File: config.mk
export PLATFORM = sky130hd
export DESIGN_NAME = alu_station
export DESIGN_NICKNAME = d
export VERILOG_FILES = /design/src/rtl/alu_station.sv
export SDC_FILE = /design/constraint.sdc
export NUM_CORES = 2
export LEC_CHECK = 0
export BUFFER_PORTS_ARGS = -buffer_cell sky130_fd_sc_hd__buf_2
export CAP_MARGIN = 15
export CELL_PAD_IN_SITES_DETAIL_PLACEMENT = 1
export CELL_PAD_IN_SITES_GLOBAL_PLACEMENT = 1
export CORE_MARGIN = 8
export CORE_UTILIZATION = 49
export DETAILED_ROUTE_END_ITERATION = 10
export PLACE_DENSITY_LB_ADDON = 0.1
export SKIP_LAST_GASP = 1
export SLEW_MARGIN = 20
export SYNTH_ARGS = -nofsm -noshare
export SYNTH_HDL_FRONTEND = slang
export SYNTH_SLANG_ARGS = --single-unit
export TNS_END_PERCENT = 100
File: constraint.sdc
create_clock -name clk -period 29.3 [get_ports clk]
set_input_delay 4.395 -clock clk [delete_from_list [all_inputs] [get_ports clk]]
set_output_delay 4.395 -clock clk [all_outputs]
set_load 0.005 [all_outputs]
File: src/rtl/alu_station.sv
// ALU reservation station: RS_DEPTH operand buffers that snoop two result buses,
// lowest-index issue through a single-cycle integer ALU into a held result register.

module alu_station_entry #(
    parameter int DATA_W   = 32,
    parameter int TAG_W    = 5,
    parameter int OP_W     = 4,
    parameter int TAG_FREE = 0
) (
    input  logic                   clk,
    input  logic                   rst,
    input  logic                   flush,
    input  logic                   alloc,
    input  logic                   clr,
    input  logic [OP_W-1:0]        d_op,
    input  logic [TAG_W-1:0]       d_dest,
    input  logic [1:0][TAG_W-1:0]  d_tag,
    input  logic [1:0][DATA_W-1:0] d_data,
    input  logic                   cdba_valid,
    input  logic [TAG_W-1:0]       cdba_tag,
    input  logic [DATA_W-1:0]      cdba_data,
    input  logic                   cdbb_valid,
    input  logic [TAG_W-1:0]       cdbb_tag,
    input  logic [DATA_W-1:0]      cdbb_data,
    output logic                   valid,
    output logic                   ready,
    output logic [OP_W-1:0]        op,
    output logic [TAG_W-1:0]       dest,
    output logic [1:0][DATA_W-1:0] data
);
    localparam logic [TAG_W-1:0] FREE = TAG_W'(TAG_FREE);

    logic [1:0][TAG_W-1:0]  tag, tag_nxt;
    logic [1:0][DATA_W-1:0] data_nxt;

    assign ready = valid && (tag[0] == FREE) && (tag[1] == FREE);

    // Freshly dispatched operands run through the same match, which yields the dispatch bypass.
    always_comb begin
        tag_nxt  = tag;
        data_nxt = data;
        for (int k = 0; k < 2; k++) begin
            if (alloc) begin
                tag_nxt[k]  = d_tag[k];
                data_nxt[k] = d_data[k];
            end
            if ((alloc || valid) && tag_nxt[k] != FREE) begin
                if (cdba_valid && cdba_tag == tag_nxt[k]) begin
                    tag_nxt[k]  = FREE;
                    data_nxt[k] = cdba_data;
                end else if (cdbb_valid && cdbb_tag == tag_nxt[k]) begin
                    tag_nxt[k]  = FREE;
                    data_nxt[k] = cdbb_data;
                end
            end
        end
    end

    always_ff @(posedge clk or posedge rst) begin
        if (rst) begin
            valid <= 1'b0;
            op    <= '0;
            dest  <= '0;
            tag   <= '0;
            data  <= '0;
        end else if (flush) begin
            valid <= 1'b0;
        end else begin
            if (alloc) begin
                valid <= 1'b1;
                op    <= d_op;
                dest  <= d_dest;
            end else if (clr) begin
                valid <= 1'b0;
            end
            tag  <= tag_nxt;
            data <= data_nxt;
        end
    end
endmodule

module alu_station #(
    parameter int RS_DEPTH = 8,
    parameter int DATA_W   = 32,
    parameter int TAG_W    = 5,
    parameter int OP_W     = 4,
    parameter int TAG_FREE = 0
) (
    input  logic                              clk,
    input  logic                              rst,
    input  logic                              flush,
    input  logic                              disp_valid,
    output logic                              disp_ready,
    input  logic [OP_W-1:0]                   disp_op,
    input  logic [TAG_W-1:0]                  disp_dest,
    input  logic [TAG_W-1:0]                  disp_tag1,
    input  logic [TAG_W-1:0]                  disp_tag2,
    input  logic [DATA_W-1:0]                 disp_data1,
    input  logic [DATA_W-1:0]                 disp_data2,
    output logic [$clog2(RS_DEPTH+1)-1:0]     free_count,
    input  logic                              cdba_valid,
    input  logic [TAG_W-1:0]                  cdba_tag,
    input  logic [DATA_W-1:0]                 cdba_data,
    input  logic                              cdbb_valid,
    input  logic [TAG_W-1:0]                  cdbb_tag,
    input  logic [DATA_W-1:0]                 cdbb_data,
    output logic                              out_valid,
    input  logic                              out_ready,
    output logic [TAG_W-1:0]                  out_tag,
    output logic [DATA_W-1:0]                 out_data
);
    localparam int IDX_W = $clog2(RS_DEPTH);
    localparam int CNT_W = $clog2(RS_DEPTH + 1);
    localparam int SH_W  = $clog2(DATA_W);

    localparam logic [OP_W-1:0] OP_ADD  = OP_W'(1);
    localparam logic [OP_W-1:0] OP_SUB  = OP_W'(2);
    localparam logic [OP_W-1:0] OP_SLL  = OP_W'(3);
    localparam logic [OP_W-1:0] OP_SLT  = OP_W'(4);
    localparam logic [OP_W-1:0] OP_SLTU = OP_W'(5);
    localparam logic [OP_W-1:0] OP_XOR  = OP_W'(6);
    localparam logic [OP_W-1:0] OP_SRL  = OP_W'(7);
    localparam logic [OP_W-1:0] OP_SRA  = OP_W'(8);
    localparam logic [OP_W-1:0] OP_OR   = OP_W'(9);
    localparam logic [OP_W-1:0] OP_AND  = OP_W'(10);

    logic [RS_DEPTH-1:0]                   ent_valid, ent_ready, alloc, clr;
    logic [RS_DEPTH-1:0][OP_W-1:0]         ent_op;
    logic [RS_DEPTH-1:0][TAG_W-1:0]        ent_dest;
    logic [RS_DEPTH-1:0][1:0][DATA_W-1:0]  ent_data;

    logic [IDX_W-1:0]  iss_idx, disp_idx;
    logic              iss_any, issue_fire, do_disp;
    logic [DATA_W-1:0] a, b, res;
    logic [SH_W-1:0]   shamt;

    // Capacity looks only at registered valids, so a same-cycle issue frees nothing yet.
    always_comb begin
        iss_any    = 1'b0;
        iss_idx    = '0;
        disp_idx   = '0;
        free_count = '0;
        for (int i = RS_DEPTH - 1; i >= 0; i--) begin
            if (ent_ready[i]) begin
                iss_any = 1'b1;
                iss_idx = IDX_W'(i);
            end
            if (!ent_valid[i]) disp_idx = IDX_W'(i);
        end
        for (int i = 0; i < RS_DEPTH; i++) free_count += CNT_W'(!ent_valid[i]);
    end

    assign disp_ready = ~&ent_valid;
    assign do_disp    = disp_valid && disp_ready && !flush && (disp_op != '0);
    assign issue_fire = iss_any && (!out_valid || out_ready);

    for (genvar i = 0; i < RS_DEPTH; i++) begin : g_ent
        assign alloc[i] = do_disp && (disp_idx == IDX_W'(i));
        assign clr[i]   = issue_fire && (iss_idx == IDX_W'(i));

        alu_station_entry #(
            .DATA_W(DATA_W), .TAG_W(TAG_W), .OP_W(OP_W), .TAG_FREE(TAG_FREE)
        ) u_ent (
            .clk       (clk),
            .rst       (rst),
            .flush     (flush),
            .alloc     (alloc[i]),
            .clr       (clr[i]),
            .d_op      (disp_op),
            .d_dest    (disp_dest),
            .d_tag     ({disp_tag2, disp_tag1}),
            .d_data    ({disp_data2, disp_data1}),
            .cdba_valid(cdba_valid),
            .cdba_tag  (cdba_tag),
            .cdba_data (cdba_data),
            .cdbb_valid(cdbb_valid),
            .cdbb_tag  (cdbb_tag),
            .cdbb_data (cdbb_data),
            .valid     (ent_valid[i]),
            .ready     (ent_ready[i]),
            .op        (ent_op[i]),
            .dest      (ent_dest[i]),
            .data      (ent_data[i])
        );
    end

    assign a     = ent_data[iss_idx][0];
    assign b     = ent_data[iss_idx][1];
    assign shamt = b[SH_W-1:0];

    always_comb begin
        res = '0;
        case (ent_op[iss_idx])
            OP_ADD:  res = a + b;
            OP_SUB:  res = a - b;
            OP_SLL:  res = a << shamt;
            OP_SLT:  res = {{(DATA_W-1){1'b0}}, $signed(a) < $signed(b)};
            OP_SLTU: res = {{(DATA_W-1){1'b0}}, a < b};
            OP_XOR:  res = a ^ b;
            OP_SRL:  res = a >> shamt;
            OP_SRA:  res = $signed(a) >>> shamt;
            OP_OR:   res = a | b;
            OP_AND:  res = a & b;
            default: res = '0;
        endcase
    end

    always_ff @(posedge clk or posedge rst) begin
        if (rst) begin
            out_valid <= 1'b0;
            out_tag   <= '0;
            out_data  <= '0;
        end else if (flush) begin
            out_valid <= 1'b0;
            out_tag   <= '0;
            out_data  <= '0;
        end else if (issue_fire) begin
            out_valid <= 1'b1;
            out_tag   <= ent_dest[iss_idx];
            out_data  <= res;
        end else if (out_ready) begin
            out_valid <= 1'b0;
        end
    end
endmodule
==> impl_results.md <==
* Primary FF master, synth: dfrtp_1
* Final setup vio count at 0
* Initial antenna violation count at 28
* I/O Buffers at between 200 and 250
* Reg power frac at 26.9%
* Dominant cell type by area after synthesis: dfrtp_1
* Max Clock Skew at 49.4 ps
* PwrDens at between 70 and 80 nW/um^2
* Fin crit period at about 10000 ps
* CP Capture Type: flop
* Avg Vias per Cell at just over 7
* Num CTS Buffers at 89
* Slew Limit Fails at 0
* PnR Total Power at around 4.3 mW
* Worst min-delay path class: reg2reg
* CP startpoint: flush
* Grt ovf at 0
* Worst-path fanout max at between 80 and 90
* Final Hold Viols at 0
* Routed WL at about 260 mm
* EDFF count, synth at 0
* WHS Path Cells at 2
* Setup TNS at 0 ps
* Final WS setup at between 15000 and 20000 ps
* Setup CP Type: in2reg
* WL/cell at about 34 microns
* Post-CTS Setup Inserts at 0
* Arrival time at the worst endpoint at 10600 ps
* Clock root cell: clkbuf_16
* Switch share at a little over two fifths
* Critical path startpoint category: input port
* Starting Density at between 40 and 50%
* Worst-Skew Late Latency at 710 ps
* Most frequent cell after synthesis: nand2_1
* Clk pin slew, worst setup/hold paths at approximately 60 ps
* Placed instance count at ~7600
* Die area at 123000 sq um
* Comb pwr share at between 40% and 50%
* FF-to-FF Start: g_ent[2].u_ent.tag[8]$_DFFE_PP0N_
* Layout area overhead at 8.44%
* Core area at around 110000 sq um
* R2R cell count at 26
* Clock Sinks at 710
* Chip Width at 351 microns
* Finished Layout Cells at between 7000 and 8000
* 1st-iter DRT viols at about 6000
* H-tree depth at 3
* Crit-path cells: buf_8, inv_4, and3_4, nand3_1, nor2_4, mux2i_1, xnor2_1, nor4_1, nand3_2, a22oi_2, buf_4, nor2_4, a22oi_1, o21ai_0
* Syn Area/Cell at approximately 8.5 sq um
* I/O pin cnt at approximately 210
* Cell count after synthesis at about 6500
* Vias post-DR at about 56000
* Most frequent cells after synthesis: 1144 x nand2_1, 710 x dfrtp_1, 514 x mux2_2, 449 x clkbuf_1, 428 x o21ai_0
* Req. time, crit path at between 20000 and 30000 ps
* GRT Total Usage at between 40% and 50%
* Layout Nets at between 6000 and 7000
* Maxcap violations at 0
* Part of the cycle the worst path needs at ~34%
* Rows at approximately 120
* Filler instances at about 13000
* Worst-margin pin slew at between 1000 and 1500 ps
* Largest cells by area after synthesis: dfrtp_1 32%, mux2_2 11%, nand2_1 7.8%
* Synth warnings at 0
* Share of the synthesized area in the top cell type at 32.2%
* Post-Place Setup Slack at approximately 19000 ps
* RSZ-0062 raised after global routing: no
* Post-synthesis cell type count at approximately 110
* Vias in the first global route at roughly 58000
* Outcome: finished clean
* Drt drc at 0
* Upper clock frequency limit at 99.2 MHz
* ANT nets after route at 0
* Cell Area, Synth at roughly 55000 sq um
* Pin count of the biggest net entering global routing at 207
* Yosys reg bits at 710
* Synth async-reset ratio at 100%
* Share of cells above drive strength 1 at 19.1%
* Critical Path Most Common Cell: nor2_4
* Worst VDD drop at approximately 0.045 mV
* Worst stage delay on the critical path at 950 ps
* Seq/Total Area, Yosys at between 30% and 40%
* Syn Nets at 6751
* First-pass GRT wire length at just under 400 mm
* Hold Crit Start: g_ent[0].u_ent.data[6]$_DFFE_PP0N_
* Final RePlAce weighted congestion at 0.998
* HPWL after detailed placement at between 150 and 200 mm
* Die Height at 351 microns
* CTS max path bufs at 3
* Clock share of power at between 20% and 30%
* Critical path's slowest cell: nand3_2
* Slew HR at 17.0%
* Hold buffers post-CTS at 0
* Drt pass-1 iters at 6
* Cells resized by post-CTS repair at 0
* CTS tree: yes
* P_int at about 2.4 mW
* Leakage at about 24 nW
* Sw Pwr at roughly 1.9 mW
-- cell type report --
class                      instances  area (sq um)  area share, %
timing repair buffer             340          2160           3.62
antenna                           20          50.0         0.0838
tap                             1500          1880           3.14
multi-input combinational       4946         34300           57.4
inverter                         119           459          0.768
clock inverter                    35           492          0.823
clock buffer                     130          2630           4.40
sequential                       710         17800           29.7
-- worst max-delay path: cells and delay by family --
| kind | cells | cell delay [ps] |
|---|---|---|
| and+or+nand+nor | 6 | 3070 |
| buffers and inverters | 3 | 1280 |
| muxes | 1 | 500 |
| AOI/OAI and AO/OA | 3 | 1060 |
| xor gates and xnor gates | 1 | 130 |
-- registers in the layout (all words and copies together) (netlist names) --
signal             count
g_ent.u_ent.dest      40
out_valid              1
g_ent.u_ent.tag       80
g_ent.u_ent.valid      8
out_data              32
out_tag                5
g_ent.u_ent.data     512
g_ent.u_ent.op        32
-- layout by cell type, fill, tap and decap left out, types with 98 or more instances in the layout --
cell / Yosys / layout
o21ai_0: 428 / 428
mux2_2: 514 / 514
nor2_1: 202 / 190
a22oi_1: 407 / 406
mux2i_1: 340 / 340
ha_1: 105 / 105
o21ai_1: 165 / 156
nand2_1: 1144 / 1143
nand3_1: 106 / 98
xnor2_1: 139 / 139
buf_4: 24 / 126
inv_1: 108 / 106
dfrtp_1: 710 / 710
buf_2: 178 / 205
and3_1: 124 / 114
a21oi_1: 188 / 185
-- through the flow --
step | hold WS (ps) | util [%] | area, sq um
final | 473 | 53.3 | 59800
after global routing | 491 | 53.3 | 59700
after CTS | 477 | 53.3 | 59700
after detailed placement | 463 | 50.5 | 56600
after global placement | 453 | 50.4 | 56500
after floorplan | 439 | - | 55100
-- metal layers --
layer	global-route usage [%]	part of all wire [%]	wire length [microns]
met1	53.1	40	105000
met2	63.0	44	115000
met3	12.3	11	28100
met4	22.5	6.3	16500
met5	0	0.046	122
-- kinds of logic after synthesis --
kind of cell    synth area share, %
fa+ha+maj                      2.60
mux                            17.0
buf+inv                        6.31
xor+xnor                       2.84
compound gates                 24.4
flops                          32.2
simple gates                   14.7
-- power by group through the flow --
stage,combinational (mW),sequential [mW],clock (mW)
global placement,1.83,1.17,0
global route,2.03,1.17,1.24
floorplan,1.22,1.15,0
detailed placement,1.86,1.17,0
CTS,1.87,1.15,1.21
finish,1.94,1.16,1.20
-- path summary, 6_finish.rpt --
check | slack (ps) | to
hold reg to reg | 470 | g_ent[0].u_ent.data[6]$_DFFE_PP0N_
max in group asynchronous | 21360 | g_ent[3].u_ent.data[54]$_DFFE_PP0N_
min in group asynchronous | 3790 | g_ent[7].u_ent.dest[1]$_DFFE_PP0P_
setup / recovery | 19220 | g_ent[7].u_ent.data[33]$_DFFE_PP0N_
hold / removal | 470 | g_ent[0].u_ent.data[6]$_DFFE_PP0N_
setup reg to reg | 19530 | out_data[0]$_DFFE_PP0P_
No activity file was read; power rests on OpenSTA's default activity.
